--- src/rtl/pc_seq_pkg.sv ---
// Shared definitions for the PC fetch sequencer: state encoding and default timing/step values.
package pc_seq_pkg;

    typedef enum logic [1:0] {
        ST_IDLE  = 2'd0,
        ST_FETCH = 2'd1,
        ST_ISSUE = 2'd2,
        ST_HALT  = 2'd3
    } state_t;

    localparam int unsigned DEF_STEP     = 4;
    localparam int unsigned DEF_MAX_WAIT = 15;

endpackage

--- src/rtl/fetch_timer.sv ---
// Purpose: counts consecutive unacknowledged fetch cycles and flags the one that exhausts the budget.
// Latency: expired is combinational on the cycle whose count would reach MAX_WAIT.
// Backpressure: none; clr dominates en.
module fetch_timer
    import pc_seq_pkg::*;
#(
    parameter int unsigned MAX_WAIT = DEF_MAX_WAIT
) (
    input  logic clk,
    input  logic rst,
    input  logic clr,
    input  logic en,
    output logic expired
);

    logic [7:0] count;

    always_ff @(posedge clk) begin
        if (rst || clr) begin
            count <= '0;
        end else if (en && !expired) begin
            count <= count + 8'd1;
        end
    end

    // This waiting cycle is the MAX_WAIT-th one without an ack.
    assign expired = en && (count == 8'(MAX_WAIT - 1));

endmodule

--- src/rtl/pc_fetch_sequencer.sv ---
// Purpose: holds the PC, fetches one word per PC over req/ack, hands words to decode over valid/ready.
// Latency: mem_req one cycle after start/ir_ready; ir_valid one cycle after mem_ack.
// Backpressure: ir_ready low holds ISSUE with ir stable and no new request; mem_req holds until mem_ack.
module pc_fetch_sequencer
    import pc_seq_pkg::*;
#(
    parameter int unsigned      WIDTH    = 32,
    parameter int unsigned      STEP     = DEF_STEP,
    parameter logic [WIDTH-1:0] RESET_PC = '0,
    parameter int unsigned      MAX_WAIT = DEF_MAX_WAIT
) (
    input  logic             clk,
    input  logic             rst,
    input  logic             start,
    input  logic             halt,
    input  logic             redirect_valid,
    input  logic [WIDTH-1:0] redirect_pc,
    output logic             mem_req,
    output logic [WIDTH-1:0] mem_addr,
    input  logic             mem_ack,
    input  logic [31:0]      mem_data,
    output logic             ir_valid,
    output logic [31:0]      ir,
    output logic [WIDTH-1:0] ir_pc,
    input  logic             ir_ready,
    output logic [WIDTH-1:0] pc,
    output logic [1:0]       state,
    output logic             timeout
);

    localparam logic [WIDTH-1:0] STEP_W = WIDTH'(STEP);

    state_t           state_q, state_d;
    logic [WIDTH-1:0] pc_q, pc_d;
    logic [31:0]      ir_q, ir_d;
    logic [WIDTH-1:0] ir_pc_q, ir_pc_d;
    logic             ir_valid_q, ir_valid_d;
    logic             timeout_q, timeout_d;
    logic             halt_lat_q, halt_lat_d;
    logic             pend_q, pend_d;
    logic [WIDTH-1:0] pend_pc_q, pend_pc_d;
    logic             wait_expired;

    fetch_timer #(.MAX_WAIT(MAX_WAIT)) u_timer (
        .clk     (clk),
        .rst     (rst),
        .clr     ((state_q != ST_FETCH) || mem_ack),
        .en      ((state_q == ST_FETCH) && !mem_ack),
        .expired (wait_expired)
    );

    always_ff @(posedge clk) begin
        if (rst) begin
            state_q    <= ST_IDLE;
            pc_q       <= RESET_PC;
            ir_q       <= '0;
            ir_pc_q    <= '0;
            ir_valid_q <= 1'b0;
            timeout_q  <= 1'b0;
            halt_lat_q <= 1'b0;
            pend_q     <= 1'b0;
            pend_pc_q  <= '0;
        end else begin
            state_q    <= state_d;
            pc_q       <= pc_d;
            ir_q       <= ir_d;
            ir_pc_q    <= ir_pc_d;
            ir_valid_q <= ir_valid_d;
            timeout_q  <= timeout_d;
            halt_lat_q <= halt_lat_d;
            pend_q     <= pend_d;
            pend_pc_q  <= pend_pc_d;
        end
    end

    always_comb begin
        state_d    = state_q;
        pc_d       = pc_q;
        ir_d       = ir_q;
        ir_pc_d    = ir_pc_q;
        ir_valid_d = ir_valid_q;
        timeout_d  = timeout_q;
        halt_lat_d = halt_lat_q | (halt && (state_q != ST_HALT));
        pend_d     = pend_q;
        pend_pc_d  = pend_pc_q;
        case (state_q)
            ST_IDLE: begin
                if (redirect_valid) pc_d = redirect_pc;
                if (halt || halt_lat_q)  state_d = ST_HALT;
                else if (start)          state_d = ST_FETCH;
            end
            ST_FETCH: begin
                if (mem_ack) begin
                    // A redirect seen during this request makes the returned word stale.
                    if (pend_q || redirect_valid) begin
                        pc_d   = redirect_valid ? redirect_pc : pend_pc_q;
                        pend_d = 1'b0;
                    end else begin
                        ir_d       = mem_data;
                        ir_pc_d    = pc_q;
                        pc_d       = pc_q + STEP_W;
                        ir_valid_d = 1'b1;
                        state_d    = ST_ISSUE;
                    end
                end else begin
                    if (redirect_valid) begin
                        pend_d    = 1'b1;
                        pend_pc_d = redirect_pc;
                    end
                    if (wait_expired) begin
                        timeout_d = 1'b1;
                        state_d   = ST_HALT;
                    end
                end
            end
            ST_ISSUE: begin
                if (redirect_valid) pc_d = redirect_pc;
                if (ir_ready) begin
                    ir_valid_d = 1'b0;
                    state_d    = (halt || halt_lat_q) ? ST_HALT : ST_FETCH;
                end
            end
            default: ;
        endcase
    end

    assign mem_req  = (state_q == ST_FETCH);
    assign mem_addr = pc_q;
    assign pc       = pc_q;
    assign ir       = ir_q;
    assign ir_pc    = ir_pc_q;
    assign ir_valid = ir_valid_q;
    assign timeout  = timeout_q;
    assign state    = state_q;

endmodule

--- config.mk ---
export PLATFORM = sky130hd
export DESIGN_NAME = pc_fetch_sequencer
export DESIGN_NICKNAME = d
export VERILOG_FILES = /design/src/rtl/pc_seq_pkg.sv /design/src/rtl/fetch_timer.sv /design/src/rtl/pc_fetch_sequencer.sv
export SDC_FILE = /design/constraint.sdc
export NUM_CORES = 1
export LEC_CHECK = 0
export ABC_CLOCK_PERIOD_IN_PS = 3000
export BUFFER_PORTS_ARGS = -buffer_cell sky130_fd_sc_hd__buf_4
export CORE_MARGIN = 2
export CORE_UTILIZATION = 40
export CTS_BUF_LIST = sky130_fd_sc_hd__clkbuf_8
export CTS_CLUSTER_SIZE = 40
export DETAILED_ROUTE_END_ITERATION = 12
export PLACE_DENSITY = 0.61
export SLEW_MARGIN = 20
export SYNTH_ARGS = -nofsm -noshare
export SYNTH_HDL_FRONTEND = slang
export SYNTH_SLANG_ARGS = --single-unit
--- constraint.sdc ---
create_clock -name clk -period 3 [get_ports clk]
set_clock_uncertainty 0.05 [all_clocks]
set_input_delay 0.3 -clock clk [delete_from_list [all_inputs] [get_ports clk]]
set_output_delay 0.3 -clock clk [all_outputs]
set_load 0.1 [all_outputs]
Yosys cells after proc, flatten, opt, wreduce, memory -nomap -nowiden
Index checks and enable logic that the tools add are counted.

operators by class
  add/sub/neg operators = 2
  equal/unequal tests = 13
  reduce and logical (&&, ||, !) cells = 23
  bitwise gates (word level) = 3
  mux-type cells = 20

operators with widths
  cell                   number
  $mux 32                4
  $pmux 32 s2            1
  $add 32x3->32 const B  1
  $mux 2                 7
  $reduce_and 3->1       4
  $add 8x1->8 const B    1
  $eq 8x4->1 const B     1
  $ne 2x1->1 const B     4
  $mux 1                 6
  $ne 2x2->1 const B     3
  $ne 3x3->1 const B     2
  $pmux 2 s3             1
  $reduce_bool 2->1      3
  $reduce_and 5->1       1
  $logic_and 1x1->1      4
  $logic_or 1x1->1       4
  $reduce_and 4->1       1
  $ne 3x1->1 const B     1
  $reduce_bool 3->1      1
  $eq 2x1->1 const B     1
  $eq 2x2->1 const B     1
  $logic_not 1->1        2
  $logic_not 2->1        1
  $not 1->1              2
  4 further kinds        4

storage, ports and cells
  word-level logic and storage cells = 71
  register bits = 142
  output and inout bits = 133
  input bits = 71

Logic depth before layout (Yosys ltp)
Gate-level depths: netlist of run 1.

  word-level depth = 6
  gate-level depth with buffers = 8
  gate-level depth less buffers = 7

Cells and area by module
Synthesis of run 1 repeated with hierarchy kept, for this count alone.

unflattened totals
  cells, all modules = 871
  area total of the unflattened synthesis = 6553.8 µm²

modules (own cells, without submodules)
  module              sequential area each (µm²)  cells each  times used  area each (µm²)
  pc_fetch_sequencer  2682.6                      818         1           6114.6
  fetch_timer         160.2                       53          1           439.2

Least setup slack after synthesis of run 1
OpenSTA, ideal clock, no wires.

  kind = register -> register
  start = register state_q[0], in the netlist state[0]
  end = register ir_q[0], in the netlist ir[0]
  buffers on the path = 3
  arrival = 3571 ps
  setup slack = -753 ps
  stages on the path, launching flop included = 8
  clock period less this slack = 3753 ps
  cells stage by stage = dfxtp_1 -> buf_2 -> nor2b_1 -> nand3_1 -> clkbuf_1 -> buf_1 -> nand2_1 -> a21oi_1

on the way
  longest elaborated chain between the ends = 2

ends and longest elaborated chain
  item                        RTL line                  source
  start, declared             pc_fetch_sequencer.sv:33  state_t state_q, state_d;
  start signal, assigned      pc_fetch_sequencer.sv:64  state_q <= state_d;
  $eq 2x1->1                  --
  named net mem_req           pc_fetch_sequencer.sv:18  output logic mem_req,
  $reduce_and 3->1 (no line)  --
  end signal, assigned        pc_fetch_sequencer.sv:66  ir_q <= ir_d;
  end, declared               pc_fetch_sequencer.sv:35  logic [31:0] ir_q, ir_d;

The timed path passes the listed nets, and every way through them passes these cells.
A chain may end at the register's enable or synchronous reset.

Final worst setup path of run 1
  start = register state_q[1], in the netlist state[1]
  end = register pc_q[17], in the netlist mem_addr[17]

on the way
  longest elaborated chain between the ends = 4

ends and longest elaborated chain
  item                                                              RTL line                  source
  $eq 2x2->1 / $logic_not 2->1 (equally long branches)              pc_fetch_sequencer.sv:86  case (state_q)
  $reduce_or 2->1 (no line)                                         --
  $ne 2x1->1 (no line) / $reduce_bool 2->1 (equally long branches)  --
  $reduce_and 3->1 (no line)                                        --
  end signal, assigned                                              pc_fetch_sequencer.sv:65  pc_q <= pc_d;
  end, declared                                                     pc_fetch_sequencer.sv:34  logic [WIDTH-1:0] pc_q, pc_d;

Several ways; a longest one is shown, not always the timed one.

==> results of run 1 <==
==> worst max-delay path: stages, from the launching register on <==
cell and delay (ns):
sky130_fd_sc_hd__dfxtp_1 0.56, sky130_fd_sc_hd__nand3b_1 0.22, sky130_fd_sc_hd__and2_1 0.65, sky130_fd_sc_hd__buf_4 0.29
sky130_fd_sc_hd__o21ai_0 0.08, sky130_fd_sc_hd__a31o_2 0.23, sky130_fd_sc_hd__a21oi_1 0.12
==> area by class of cell <==
cell class / count / area share (%)
clock buffer: 17 / 2.75
sequential: 142 / 33.4
timing repair buffer: 221 / 19.8
tap: 216 / 3.18
multi-input combinational: 633 / 38.0
clock inverter: 15 / 2.59
inverter: 6 / 0.265
==> flip-flops by register name, summed over array words and instances (netlist names) <==
name	flops
pend_pc_q	32
halt_lat_q	1
pend_q	1
ir_valid	1
state	2
mem_addr	32
timeout	1
ir_pc	32
ir	32
u_timer.count	8
==> path summary, 6_finish.rpt <==
kind / startpoint / end / slack, ns
hold reg to reg: pend_pc_q[22] / pend_pc_q[22] / 0.40
hold / removal: halt / halt_lat_q / 0.02
setup reg to reg: state[1] / mem_addr[17] / 0.73
setup / recovery: state[1] / mem_addr[17] / 0.73
==> routing by layer <==
layer	share of wire, %	vias up	GRT usage (%)
li1	-	3279	-
met1	46	3035	32.3
met2	44	242	32.4
met3	8.1	21	6.09
met4	1.4	0	6.57
met5	0	-	0
==> power breakdown <==
group / switching [mW] / total [mW] / leakage, nW / internal (mW)
clock: 0.772 / 1.76 / 0.219 / 0.987
sequential: 0.159 / 2.14 / 1.15 / 1.98
combinational: 1.38 / 1.78 / 1.98 / 0.401
==> cells in the final DEF, fill, tap and decap left out, types with 3 or more instances in the layout <==
cell	Yosys	routed
sky130_fd_sc_hd__and3_1	12	12
sky130_fd_sc_hd__o311ai_0	3	3
sky130_fd_sc_hd__mux2i_1	4	4
sky130_fd_sc_hd__ha_1	3	3
sky130_fd_sc_hd__inv_1	6	7
sky130_fd_sc_hd__nor2_1	38	38
sky130_fd_sc_hd__o32ai_1	3	3
sky130_fd_sc_hd__nor4_1	7	7
sky130_fd_sc_hd__o211ai_1	10	10
sky130_fd_sc_hd__a311oi_1	3	3
sky130_fd_sc_hd__bufinv_16	0	5
sky130_fd_sc_hd__a211oi_1	4	4
sky130_fd_sc_hd__o22ai_1	3	3
sky130_fd_sc_hd__o21ai_0	23	23
sky130_fd_sc_hd__buf_4	33	219
sky130_fd_sc_hd__nand3_1	37	36
sky130_fd_sc_hd__and4_1	4	4
sky130_fd_sc_hd__nand2_1	251	251
sky130_fd_sc_hd__nand4_1	13	13
sky130_fd_sc_hd__clkinvlp_4	0	4
sky130_fd_sc_hd__a22oi_1	4	4
sky130_fd_sc_hd__nand2b_1	6	6
sky130_fd_sc_hd__xor2_1	6	6
sky130_fd_sc_hd__a21oi_1	133	133
sky130_fd_sc_hd__clkbuf_8	0	17
sky130_fd_sc_hd__nand3b_1	3	3
sky130_fd_sc_hd__a31oi_1	8	8
sky130_fd_sc_hd__or3_1	7	7
sky130_fd_sc_hd__dfxtp_1	142	142
sky130_fd_sc_hd__o311a_1	3	3
sky130_fd_sc_hd__nor4b_1	3	3
sky130_fd_sc_hd__nor3_1	6	5
==> kinds of logic (layout without fill, tap and decap cells) <==
group	count (synthesis)	after routing
compound gates	213	213
xor+xnor	8	8
fa+ha+maj	3	3
buf+inv	108	259
flops	142	142
mux	5	5
simple gates	404	404
==> metrics.json, run 1 <==
{
  "outcome": "finished clean",
  "totalNegativeSetupSlack_ns": 0,
  "antenna_violations_before_repair": 0,
  "syn-num-nets": 957,
  "final_net_count": 1095,
  "async_reset_ff_share_pct": 0,
  "root_buffer": "sky130_fd_sc_hd__clkbuf_8",
  "cts.htree.levels": 4,
  "rows": 46,
  "synth_cells": 883,
  "synth_ff_type": "sky130_fd_sc_hd__dfxtp_1",
  "globalRouteTotalUtil_pct": 22.3,
  "routed_antenna_nets": 0,
  "synthXorXnorAreaFrac_pct": 1.06,
  "post_route_cells_drive_above_1_share_pct": 25.7,
  "synth-simple-area-share_pct": 27.6,
  "post_synth_fa_ha_maj_area_fraction_pct": 0.568,
  "port_buffers": 203,
  "ff_latch_area_um2": 2840,
  "post_cts_resized": 0,
  "detailed_place.area_um2": 8050,
  "fmax_ghz": 0.441,
  "area_growth_syn_to_layout_pct": 28.8,
  "synthDistinctLibCells": 64,
  "timing.critical_path.from_type": "flip-flop",
  "timing.critical_path.fanout_max": 19,
  "postRouteWirelength_mm": 20.1,
  "min_path_type": "input pin to flip-flop",
  "io-pin-count": 204,
  "timing.setup.critical_path_class": "flip-flop to flip-flop",
  "end_kind": "flip-flop",
  "worst-endpoint-required_ns": 3.34,
  "die_h_um": 132,
  "floorplan.core_area_um2": 16000,
  "timing.final.crit_period_ns": 2.27,
  "maxCapViolations": 0,
  "ys_seq_area_share_pct": 43.0,
  "post_route_utilization_pct": 53.2,
  "ys_top_cells_by_area": "sky130_fd_sc_hd__dfxtp_1, sky130_fd_sc_hd__nand2_1, sky130_fd_sc_hd__a21oi_1, sky130_fd_sc_hd__buf_4, sky130_fd_sc_hd__clkbuf_1",
  "synth_compound_gate_area_share_pct": 18.7,
  "synth.area.mux_share_pct": 0.777,
  "number_of_hold_violations_in_the_final_report": 0,
  "synth.most_common_cell": "sky130_fd_sc_hd__nand2_1",
  "post-route-drc-count": 0,
  "crit_arrival_ns": 2.61,
  "first_global_vias": 5780,
  "timing.final.setup_violations": 0,
  "timing_max_transition_violations_final": 0,
  "synth_top_area_cell": "sky130_fd_sc_hd__dfxtp_1",
  "num_vias": 6577,
  "worst_slew_pin_slew_ns": 0.767,
  "worst_slack_ns": 0.732,
  "cts_max_path_buffers": 2,
  "cellLeakagePower_nw": 3.35,
  "dpl_worst_slack_ns": 0.761,
  "cts_tree": "yes",
  "dp_cells": 1218,
  "dp_hpwl_mm": 13.8,
  "dr.first_iter.drc_count": 472,
  "worst_skew_pair.late_latency_ns": 0.46,
  "holdPathStages": 3,
  "ys_top_cells_by_count": "sky130_fd_sc_hd__nand2_1, sky130_fd_sc_hd__dfxtp_1, sky130_fd_sc_hd__a21oi_1",
  "design_power_total_mw": 5.68,
  "num_antenna_cells": 0,
  "yosys_warnings": 0,
  "grt_setup_unrepaired": "false",
  "clock_sink_count": 142,
  "floorplan.die_area_um2": 17600,
  "largest_family_of_logic_cells_by_synthesized_area": "simple AND/OR/NAND/NOR gates",
  "wl_per_cell_um": 16.1,
  "grt_first_pass_wirelength_mm": 31.6,
  "reg2reg_depth": 6,
  "vias_per_cell": 5.26,
  "n_fill_cell": 1621,
  "final-instance-count-excl-fill": 1250,
  "synth-edff-count": 0,
  "timing.hold.ws_ns": 0.0244,
  "finish.instance_area_um2": 8510,
  "finalCritPeriodShare_pct": 75.6,
  "grt_start_max_net_pins": 65,
  "numCtsBuffers": 17,
  "grt_overflow_total": 0,
  "initial_utilization_pct": 41.3,
  "post_cts_hold_buffer_count": 0,
  "cts_setup_buffers": 0,
  "max_slew_margin_pct": 48.7,
  "multi_input_area_um2": 3230,
  "synthDominantCellAreaShare_pct": 43.0,
  "vdd.ir_drop.worst_uv": 336,
  "synth.ff_latch_count": 142,
  "die_w_um": 132,
  "power_density_nw_per_um2": 667,
  "postSynthAreaPerCell_um2": 7.48,
  "gp_routability_congestion": 0.892,
  "first_pass_iters": 5,
  "netlist_area_um2": 6600,
  "clk_transition_reported_paths_ns": 0.08
}
Power figures use the tool's default switching activity.
==> inputs of run 2 (changes only) <==
ABC_AREA = 1   (was default)
ABC_CLOCK_PERIOD_IN_PS = 2200   (was 3000)
PLACE_DENSITY = 0.6   (was 0.61)
clock period = 2.2 ns   (was 3 ns; I/O delays follow)
==> run 2 against run 1 <==
  * Final area grew 9.1%
  * Largest power group is now combinational logic
  * Flip-flop and latch count stayed put
  * Wire length grew 14%
  * Hold slack improved by 0.0059 ns
  * Highest routed layer unchanged
  * Critical path depth increased by 2
  * Register-to-register slack got worse by 0.44 ns
  * Synthesized cell count increased by 16%
  * Critical path type unchanged
  * Combinational power rose to 3.2 times the previous value
  * Synthesized area is 5.7% higher
  * Die area increased by 5.5%
  * Sequential share of layout area is 2.7 points lower
  * Power rose by 100%
==> metrics.json, run 2 <==
{
  "synth.ff_latch_count": {"value": 142, "change": "unchanged"},
  "gp_routability_congestion": {"value": 0.884, "change": "was 0.892"},
  "num_vias": {"value": 7278, "change": "was 6577"},
  "synth_top_area_cell": {"value": "sky130_fd_sc_hd__dfxtp_1", "change": "unchanged"},
  "cts_setup_buffers": {"value": 0, "change": "unchanged"},
  "most-common-layout-cells": {"value": "sky130_fd_sc_hd__buf_4, sky130_fd_sc_hd__nor2_1, sky130_fd_sc_hd__nand2_1, sky130_fd_sc_hd__dfxtp_1, sky130_fd_sc_hd__o21ai_0", "change": "was sky130_fd_sc_hd__nand2_1, sky130_fd_sc_hd__buf_4, sky130_fd_sc_hd__dfxtp_1, sky130_fd_sc_hd__a21oi_1, sky130_fd_sc_hd__nor2_1"},
  "postRouteWirelength": {"value": 22.8, "unit": "mm", "change": "was 20.1 mm"},
  "totalNegativeSetupSlack": {"value": 0, "unit": "ns", "change": "unchanged"},
  "grt_setup_unrepaired": {"value": "false", "change": "unchanged"},
  "worst-endpoint-required": {"value": 2.55, "unit": "ns", "change": "was 3.34 ns"},
  "critPathSlowestCell": {"value": "sky130_fd_sc_hd__dfxtp_1", "change": "was sky130_fd_sc_hd__and2_1"},
  "clock_sink_count": {"value": 142, "change": "unchanged"},
  "synthDistinctLibCells": {"value": 33, "change": "was 64"},
  "floorplan.core_area": {"value": 17200, "unit": "µm²", "change": "was 16000 µm²"},
  "timing.final.crit_period": {"value": 1.90, "unit": "ns", "change": "was 2.27 ns"},
  "min_path_type": {"value": "input pin to flip-flop", "change": "unchanged"},
  "dr.first_iter.drc_count": {"value": 411, "change": "was 472"},
  "fmax": {"value": 0.525, "unit": "GHz", "change": "was 0.441 GHz"},
  "timing.critical_path.buf_inv": {"value": 0, "change": "was 1"},
  "worstSetupStartpoint": {"value": "mem_addr[4]", "change": "was state[1]"},
  "rrSetupSlack": {"value": 0.30, "unit": "ns", "change": "was 0.73 ns"},
  "cpMostUsedCell": "sky130_fd_sc_hd__nand2_1",
  "ys_top_cells_by_count": {"value": "sky130_fd_sc_hd__nor2_1, sky130_fd_sc_hd__nand2_1, sky130_fd_sc_hd__dfxtp_1", "change": "was sky130_fd_sc_hd__nand2_1, sky130_fd_sc_hd__dfxtp_1, sky130_fd_sc_hd__a21oi_1"},
  "wl_per_cell": {"value": 15.7, "unit": "µm", "change": "was 16.1 µm"},
  "timing.setup.critical_path_class": {"value": "flip-flop to flip-flop", "change": "unchanged"},
  "numCtsBuffers": {"value": 17, "change": "unchanged"},
  "dpl_worst_slack": {"value": 0.270, "unit": "ns", "change": "was 0.761 ns"},
  "timing.final.setup_violations": {"value": 0, "change": "unchanged"},
  "number_of_hold_violations_in_the_final_report": {"value": 0, "change": "unchanged"},
  "post_cts_hold_buffer_count": {"value": 36, "change": "was 0"},
  "syn-num-nets": {"value": 1094, "change": "was 957"},
  "io-pin-count": {"value": 204, "change": "unchanged"},
  "routed_antenna_nets": {"value": 0, "change": "unchanged"},
  "synth.most_common_cell": {"value": "sky130_fd_sc_hd__nor2_1", "change": "was sky130_fd_sc_hd__nand2_1"},
  "vdd.ir_drop.worst": {"value": 748, "unit": "µV", "change": "was 336 µV"},
  "post_route_cells_drive_above_1_share": {"value": 23.4, "unit": "%", "change": "was 25.7%"},
  "synth-edff-count": {"value": 0, "change": "unchanged"},
  "finalCritPeriodShare": {"value": 86.6, "unit": "%", "change": "was 75.6%"},
  "ys_top_cells_by_area": {"value": "sky130_fd_sc_hd__dfxtp_1, sky130_fd_sc_hd__nor2_1, sky130_fd_sc_hd__nand2_1, sky130_fd_sc_hd__o21ai_0, sky130_fd_sc_hd__a21oi_1", "change": "was sky130_fd_sc_hd__dfxtp_1, sky130_fd_sc_hd__nand2_1, sky130_fd_sc_hd__a21oi_1, sky130_fd_sc_hd__buf_4, sky130_fd_sc_hd__clkbuf_1"},
  "area_growth_syn_to_layout": {"value": 33.0, "unit": "%", "change": "was 28.8%"},
  "synth_cells": {"value": 1020, "change": "was 883"},
  "vias_per_cell": {"value": 5.00, "change": "was 5.26"},
  "clk_transition_reported_paths": {"value": 0.08, "unit": "ns", "change": "about the same"},
  "grt_overflow_total": {"value": 0, "change": "unchanged"},
  "synthDominantCellAreaShare": {"value": 40.7, "unit": "%", "change": "was 43.0%"},
  "synth_ff_type": {"value": "sky130_fd_sc_hd__dfxtp_1", "change": "unchanged"},
  "critical_path.endpoint": {"value": "mem_addr[28]", "change": "was mem_addr[17]"},
  "most_common_cell_after_layout_fill_and_taps_aside": {"value": "sky130_fd_sc_hd__buf_4", "change": "was sky130_fd_sc_hd__nand2_1"},
  "critical_path.max_stage_delay": {"value": 0.53, "unit": "ns", "change": "was 0.65 ns"},
  "root_buffer": {"value": "sky130_fd_sc_hd__clkbuf_8", "change": "unchanged"},
  "worst_r2r_startpoint": {"value": "mem_addr[4]", "change": "was state[1]"},
  "max_slew_margin": {"value": 69.3, "unit": "%", "change": "was 48.7%"},
  "final-instance-count-excl-fill": {"value": 1455, "change": "was 1250"},
  "dp_cells": {"value": 1387, "change": "was 1218"},
  "globalRouteTotalUtil": {"value": 24.7, "unit": "%", "change": "was 22.3%"},
  "post_cts_resized": {"value": 0, "change": "unchanged"},
  "cts.htree.levels": {"value": 4, "change": "unchanged"},
  "die_w": {"value": 136, "unit": "µm", "change": "was 132 µm"},
  "rows": {"value": 48, "change": "was 46"},
  "final_net_count": {"value": 1291, "change": "was 1095"},
  "first_global_vias": {"value": 6793, "change": "was 5780"},
  "worst_skew_pair.late_latency": {"value": 0.46, "unit": "ns", "change": "about the same"},
  "end_kind": {"value": "flip-flop", "change": "unchanged"},
  "regToRegEndpoint": {"value": "mem_addr[28]", "change": "was mem_addr[17]"},
  "dp_hpwl": {"value": 16.2, "unit": "mm", "change": "was 13.8 mm"},
  "grt_start_max_net_pins": {"value": 57, "change": "was 65"},
  "cpLargestDelayFamily": {"value": "simple AND/OR/NAND/NOR gates", "change": "unchanged"},
  "num_antenna_cells": {"value": 0, "change": "unchanged"},
  "timing.critical_path.from_type": {"value": "flip-flop", "change": "unchanged"},
  "antenna_violations_before_repair": {"value": 0, "change": "unchanged"},
  "post-route-drc-count": {"value": 0, "change": "unchanged"},
  "first_pass_iters": {"value": 6, "change": "was 5"},
  "yosys_warnings": {"value": 0, "change": "unchanged"},
  "power_density": {"value": 1220, "unit": "nW/µm²", "change": "was 667 nW/µm²"},
  "critical_path_depth": {"value": 8, "change": "was 6"},
  "timing.hold.ws": {"value": 0.0303, "unit": "ns", "change": "was 0.0244 ns"},
  "async_reset_ff_share": {"value": 0, "unit": "%", "change": "unchanged"},
  "maxCapViolations": {"value": 0, "change": "unchanged"},
  "worst_slack": {"value": 0.295, "unit": "ns", "change": "was 0.732 ns"},
  "postSynthAreaPerCell": {"value": 6.84, "unit": "µm²", "change": "was 7.48 µm²"},
  "floorplan.die_area": {"value": 18500, "unit": "µm²", "change": "was 17600 µm²"},
  "port_buffers": {"value": 203, "change": "unchanged"},
  "crit_arrival": {"value": 2.25, "unit": "ns", "change": "was 2.61 ns"},
  "cts_max_path_buffers": {"value": 2, "change": "unchanged"},
  "timing.critical_path.fanout_max": {"value": 8, "change": "was 19"},
  "reg2reg_depth": {"value": 8, "change": "was 6"},
  "die_h": {"value": 136, "unit": "µm", "change": "was 132 µm"},
  "worst_slew_pin_slew": {"value": 0.459, "unit": "ns", "change": "was 0.767 ns"},
  "outcome": {"value": "finished clean", "change": "unchanged"},
  "grt_first_pass_wirelength": {"value": 35.5, "unit": "mm", "change": "was 31.6 mm"},
  "timing.critical_path.cells": {"value": "nand2_1, nor2_4, nand2_2, nor2_2, nand2_1, nand2_1, nand3_1, a21oi_1", "change": "was nand3b_1, and2_1, buf_4, o21ai_0, a31o_2, a21oi_1"},
  "initial_utilization": {"value": 40.6, "unit": "%", "change": "was 41.3%"},
  "timing_max_transition_violations_final": {"value": 0, "change": "unchanged"},
  "cellLeakagePower": {"value": 4.16, "unit": "nW", "change": "was 3.35 nW"},
  "ys_seq_area_share": {"value": 40.7, "unit": "%", "change": "was 43.0%"},
  "netlist_area": {"value": 6980, "unit": "µm²", "change": "was 6600 µm²"},
  "cts_tree": {"value": "yes", "change": "unchanged"}
}
==> run 2: cell types whose count changed after synthesis, sizes merged, moves of 12 or more <==
| cell | previous run | this run |
|---|---|---|
| inv | 6 | 82 |
| clkbuf | 52 | 23 |
| a21oi | 133 | 108 |
| nor2 | 38 | 194 |
| buf | 50 | 62 |
| nand2 | 252 | 165 |
| o21ai | 23 | 154 |
| and3 | 12 | 0 |
==> run 2: final cells by class <==
type | count | area [µm²]
well taps | 225 | 282
multi-input cells | 710 | 3300
flip-flops and latches | 142 | 2850
clock buffers | 18 | 248
clock inverters | 14 | 191
inverters | 83 | 312
fillers | 1735 | 7900
repair buffers | 263 | 2100
==> run 2: kinds of logic after synthesis <==
kind of cell | count (synthesis) | share of synthesized area (%)
muxes | 3 | 0.430
adders and majority gates | 3 | 0.538
DFF | 142 | 40.7
xor gates and xnor gates | 7 | 0.879
AOI/OAI and AO/OA | 284 | 21.0
buffers and inverters | 168 | 12.0
and+or+nand+nor | 413 | 24.5
==> run 2: metal layers <==
metal / share of wire [%] / wire (µm) / global-route usage, %
met5: 0 / 0 / 0
met3: 8.0 / 1830 / 7.12
met1: 44 / 10100 / 32.2
met2: 45 / 10400 / 39.2
met4: 2.2 / 491 / 8.28
==> run 2: worst min-delay path: stages <==
cell and delay (ns):
sky130_fd_sc_hd__buf_4 0.09, sky130_fd_sc_hd__a21oi_1 0.08, sky130_fd_sc_hd__a21oi_1 0.12
==> run 2: metrics by stage <==
stage | cell area (µm²) | power [mW] | utilization, %
finish | 9280 | 11.3 | 54.0
global route | 9280 | 11.8 | 54.0
CTS | 9280 | 11.4 | 54.0
detailed placement | 8480 | 8.98 | 49.4
global placement | 8480 | 8.97 | 49.4
floorplan | 6980 | 7.78 | -
==> run 2: report_power, final <==
part | internal, mW | leakage, nW | switching (mW)
Clock | 1.26 | 0.211 | 1.08
Sequential | 2.94 | 1.16 | 0.408
Combinational | 1.18 | 2.79 | 4.46
==> run 2: worst min path at each step <==
stage / startpoint / to / slack, ns / depth (start not counted)
6_report: redirect_pc[4] / mem_addr[4] / 0.03 / 3
5_1_grt: redirect_pc[3] / mem_addr[3] / 0.03 / 3
4_1_cts: redirect_pc[3] / mem_addr[3] / 0.007 / 3
3_5_place_dp: pend_pc_q[22] / pend_pc_q[22] / 0.39 / 2
3_3_place_gp: pend_pc_q[29] / pend_pc_q[29] / 0.39 / 2
2_1_floorplan: mem_data[0] / ir[0] / 0.30 / 2
==> inputs of run 3 (changes only) <==
CTS_BUF_LIST = default   (was sky130_fd_sc_hd__clkbuf_8)
==> run 3 against run 2 <==
  * Critical path depth did not move
  * Setup slack improved by 0.021 ns
  * Critical endpoint unchanged
  * Hold slack got worse by 0.015 ns
  * Non-clock buffer count fell by 4
  * Combinational power barely moved
  * Highest routed layer unchanged
==> metrics.json, run 3 (synthesis results as in run 2) <==
{
  "cellLeakagePower": {"value": 4.23, "unit": "nW", "change": "was 4.16 nW"},
  "dp_cells": {"value": 1387, "change": "unchanged"},
  "critical_path.max_stage_delay": {"value": 0.52, "unit": "ns", "change": "was 0.53 ns"},
  "critPathSlowestCell": {"value": "sky130_fd_sc_hd__dfxtp_1", "change": "unchanged"},
  "final-instance-count-excl-fill": {"value": 1451, "change": "was 1455"},
  "cpMostUsedCell": {"value": "sky130_fd_sc_hd__nand2_1", "change": "unchanged"},
  "grt_overflow_total": {"value": 0, "change": "unchanged"},
  "min_path_type": {"value": "input pin to flip-flop", "change": "unchanged"},
  "timing.setup.critical_path_class": {"value": "flip-flop to flip-flop", "change": "unchanged"},
  "most-common-layout-cells": {"value": "sky130_fd_sc_hd__buf_4, sky130_fd_sc_hd__nor2_1, sky130_fd_sc_hd__nand2_1, sky130_fd_sc_hd__dfxtp_1, sky130_fd_sc_hd__o21ai_0", "change": "unchanged"},
  "port_buffers": {"value": 203, "change": "unchanged"},
  "gp_routability_congestion": {"value": 0.884, "change": "unchanged"},
  "worst_slew_pin_slew": {"value": 0.461, "unit": "ns", "change": "was 0.459 ns"},
  "root_buffer": {"value": "sky130_fd_sc_hd__clkbuf_16", "change": "was sky130_fd_sc_hd__clkbuf_8"},
  "holdPathStages": {"value": 3, "change": "unchanged"},
  "num_antenna_cells": {"value": 0, "change": "unchanged"},
  "timing.critical_path.from_type": {"value": "flip-flop", "change": "unchanged"},
  "grt_start_max_net_pins": {"value": 57, "change": "unchanged"},
  "worst-endpoint-required": {"value": 2.51, "unit": "ns", "change": "was 2.55 ns"},
  "vdd.ir_drop.worst": {"value": 834, "unit": "µV", "change": "was 748 µV"},
  "wl_per_cell": {"value": 15.6, "unit": "µm", "change": "was 15.7 µm"},
  "outcome": {"value": "finished clean", "change": "unchanged"},
  "finalCritPeriodShare": {"value": 85.6, "unit": "%", "change": "was 86.6%"},
  "crit_arrival": {"value": 2.19, "unit": "ns", "change": "was 2.25 ns"},
  "post-route-drc-count": {"value": 0, "change": "unchanged"},
  "cts.htree.levels": {"value": 4, "change": "unchanged"},
  "num_vias": {"value": 7253, "change": "was 7278"},
  "most_common_cell_after_layout_fill_and_taps_aside": {"value": "sky130_fd_sc_hd__buf_4", "change": "unchanged"},
  "grt_setup_unrepaired": {"value": "false", "change": "unchanged"},
  "dr.first_iter.drc_count": {"value": 427, "change": "was 411"},
  "post_cts_resized": {"value": 0, "change": "unchanged"},
  "postRouteWirelength": {"value": 22.7, "unit": "mm", "change": "was 22.8 mm"},
  "timing.critical_path.fanout_max": {"value": 8, "change": "unchanged"},
  "first_global_vias": {"value": 6808, "change": "was 6793"},
  "rows": {"value": 48, "change": "unchanged"},
  "totalNegativeSetupSlack": {"value": 0, "unit": "ns", "change": "unchanged"},
  "die_w": {"value": 136, "unit": "µm", "change": "unchanged"},
  "die_h": {"value": 136, "unit": "µm", "change": "unchanged"},
  "fmax": {"value": 0.531, "unit": "GHz", "change": "was 0.525 GHz"},
  "clock_sink_count": {"value": 142, "change": "unchanged"},
  "n_fill_cell": {"value": 1709, "change": "was 1735"},
  "cts_max_path_buffers": {"value": 2, "change": "unchanged"},
  "maxCapViolations": {"value": 0, "change": "unchanged"},
  "final_net_count": {"value": 1287, "change": "was 1291"},
  "max_slew_margin": {"value": 69.2, "unit": "%", "change": "was 69.3%"},
  "globalRouteTotalUtil": {"value": 24.7, "unit": "%", "change": "about the same"},
  "timing.final.crit_period": {"value": 1.88, "unit": "ns", "change": "was 1.90 ns"},
  "floorplan.core_area": {"value": 17200, "unit": "µm²", "change": "unchanged"},
  "timing.critical_path.cells": {"value": "nand2_1, nor2_4, nand2_2, nor2_2, nand2_1, nand2_1, nand3_1, a21oi_1", "change": "unchanged"},
  "number_of_hold_violations_in_the_final_report": {"value": 0, "change": "unchanged"},
  "worst_skew_pair.late_latency": {"value": 0.42, "unit": "ns", "change": "was 0.46 ns"},
  "area_growth_syn_to_layout": {"value": 35.2, "unit": "%", "change": "was 33.0%"},
  "post_route_cells_drive_above_1_share": {"value": 23.5, "unit": "%", "change": "was 23.4%"},
  "timing_max_transition_violations_final": {"value": 0, "change": "unchanged"},
  "timing.final.setup_violations": {"value": 0, "change": "unchanged"},
  "reg2reg_depth": {"value": 8, "change": "unchanged"},
  "vias_per_cell": {"value": 5.00, "change": "about the same"},
  "first_pass_iters": {"value": 5, "change": "was 6"},
  "numCtsBuffers": {"value": 17, "change": "unchanged"},
  "initial_utilization": {"value": 40.6, "unit": "%", "change": "unchanged"},
  "antenna_violations_before_repair": {"value": 0, "change": "unchanged"},
  "end_kind": {"value": "flip-flop", "change": "unchanged"},
  "dp_hpwl": {"value": 16.2, "unit": "mm", "change": "unchanged"},
  "floorplan.die_area": {"value": 18500, "unit": "µm²", "change": "unchanged"},
  "grt_first_pass_wirelength": {"value": 35.5, "unit": "mm", "change": "about the same"},
  "cts_tree": {"value": "yes", "change": "unchanged"},
  "power_density": {"value": 1280, "unit": "nW/µm²", "change": "was 1220 nW/µm²"},
  "clk_transition_reported_paths": {"value": 0.06, "unit": "ns", "change": "was 0.08 ns"},
  "routed_antenna_nets": {"value": 0, "change": "unchanged"},
  "io-pin-count": {"value": 204, "change": "unchanged"}
}
==> run 3: cell types whose count changed in the layout (fill, tap and decap cells not counted), sizes merged <==
| cell | previous run | this run |
|---|---|---|
| dlygate4sd3 | 36 | 32 |
==> run 3: metal layers <==
metal	global-route usage, %	part of all wire (%)	vias up
met3	7.64	7.9	27
li1	-	-	3694
met5	0	0	-
met1	32.1	45	3280
met4	7.75	1.8	0
met2	39.1	46	252
==> run 3: path summary, 6_finish.rpt <==
kind | endpoint | startpoint | slack [ns]
hold / removal | ir[7] | mem_data[7] | 0.02
setup / recovery | mem_addr[28] | mem_addr[4] | 0.32
setup reg to reg | mem_addr[28] | mem_addr[4] | 0.32
hold reg to reg | pend_pc_q[15] | pend_pc_q[15] | 0.40
==> run 3: final cells by class <==
cell class                      count  area [µm²]  area share (%)
Clock inverter                     14         191            2.03
Timing Repair Buffer              259        2060            21.9
Tap cell                          225         282            2.98
Sequential cell                   142        2850            30.2
Clock buffer                       18         439            4.66
Inverter                           83         312            3.30
Multi-Input combinational cell    710        3300            35.0
==> run 3: metrics by stage <==
| stage | util [%] | power (mW) | hold WS (ns) | area [µm²] | setup WS, ns |
|---|---|---|---|---|---|
| after floorplan | - | 7.78 | 0.305 | 6980 | 0.0138 |
| after global placement | 49.4 | 8.97 | 0.385 | 8480 | 0.296 |
| after detailed placement | 49.4 | 8.98 | 0.389 | 8480 | 0.270 |
| after CTS | 54.9 | 12.1 | 0.00225 | 9430 | 0.310 |
| after global routing | 54.9 | 12.5 | 0.0461 | 9430 | 0.177 |
| final | 54.9 | 12.1 | 0.0157 | 9430 | 0.316 |
==> run 3: worst max-delay path, delay by kind of cell, from the launching register on <==
kind               cells  cell delay [ns]
and+or+nand+nor        7             1.08
DFF                    1             0.52
AOI/OAI and AO/OA      1             0.17
==> run 3: power breakdown <==
part | total [mW] | internal (mW) | switching [mW]
Sequential | 3.35 | 2.94 | 0.405
Combinational | 5.64 | 1.18 | 4.46
Clock | 3.07 | 1.93 | 1.15
==> run 3: repair_timing <==
action | CTS | global route
hold endpoints to repair | 32 | 0
buffers inserted | 0 | 0
hold buffers | 32 | 0
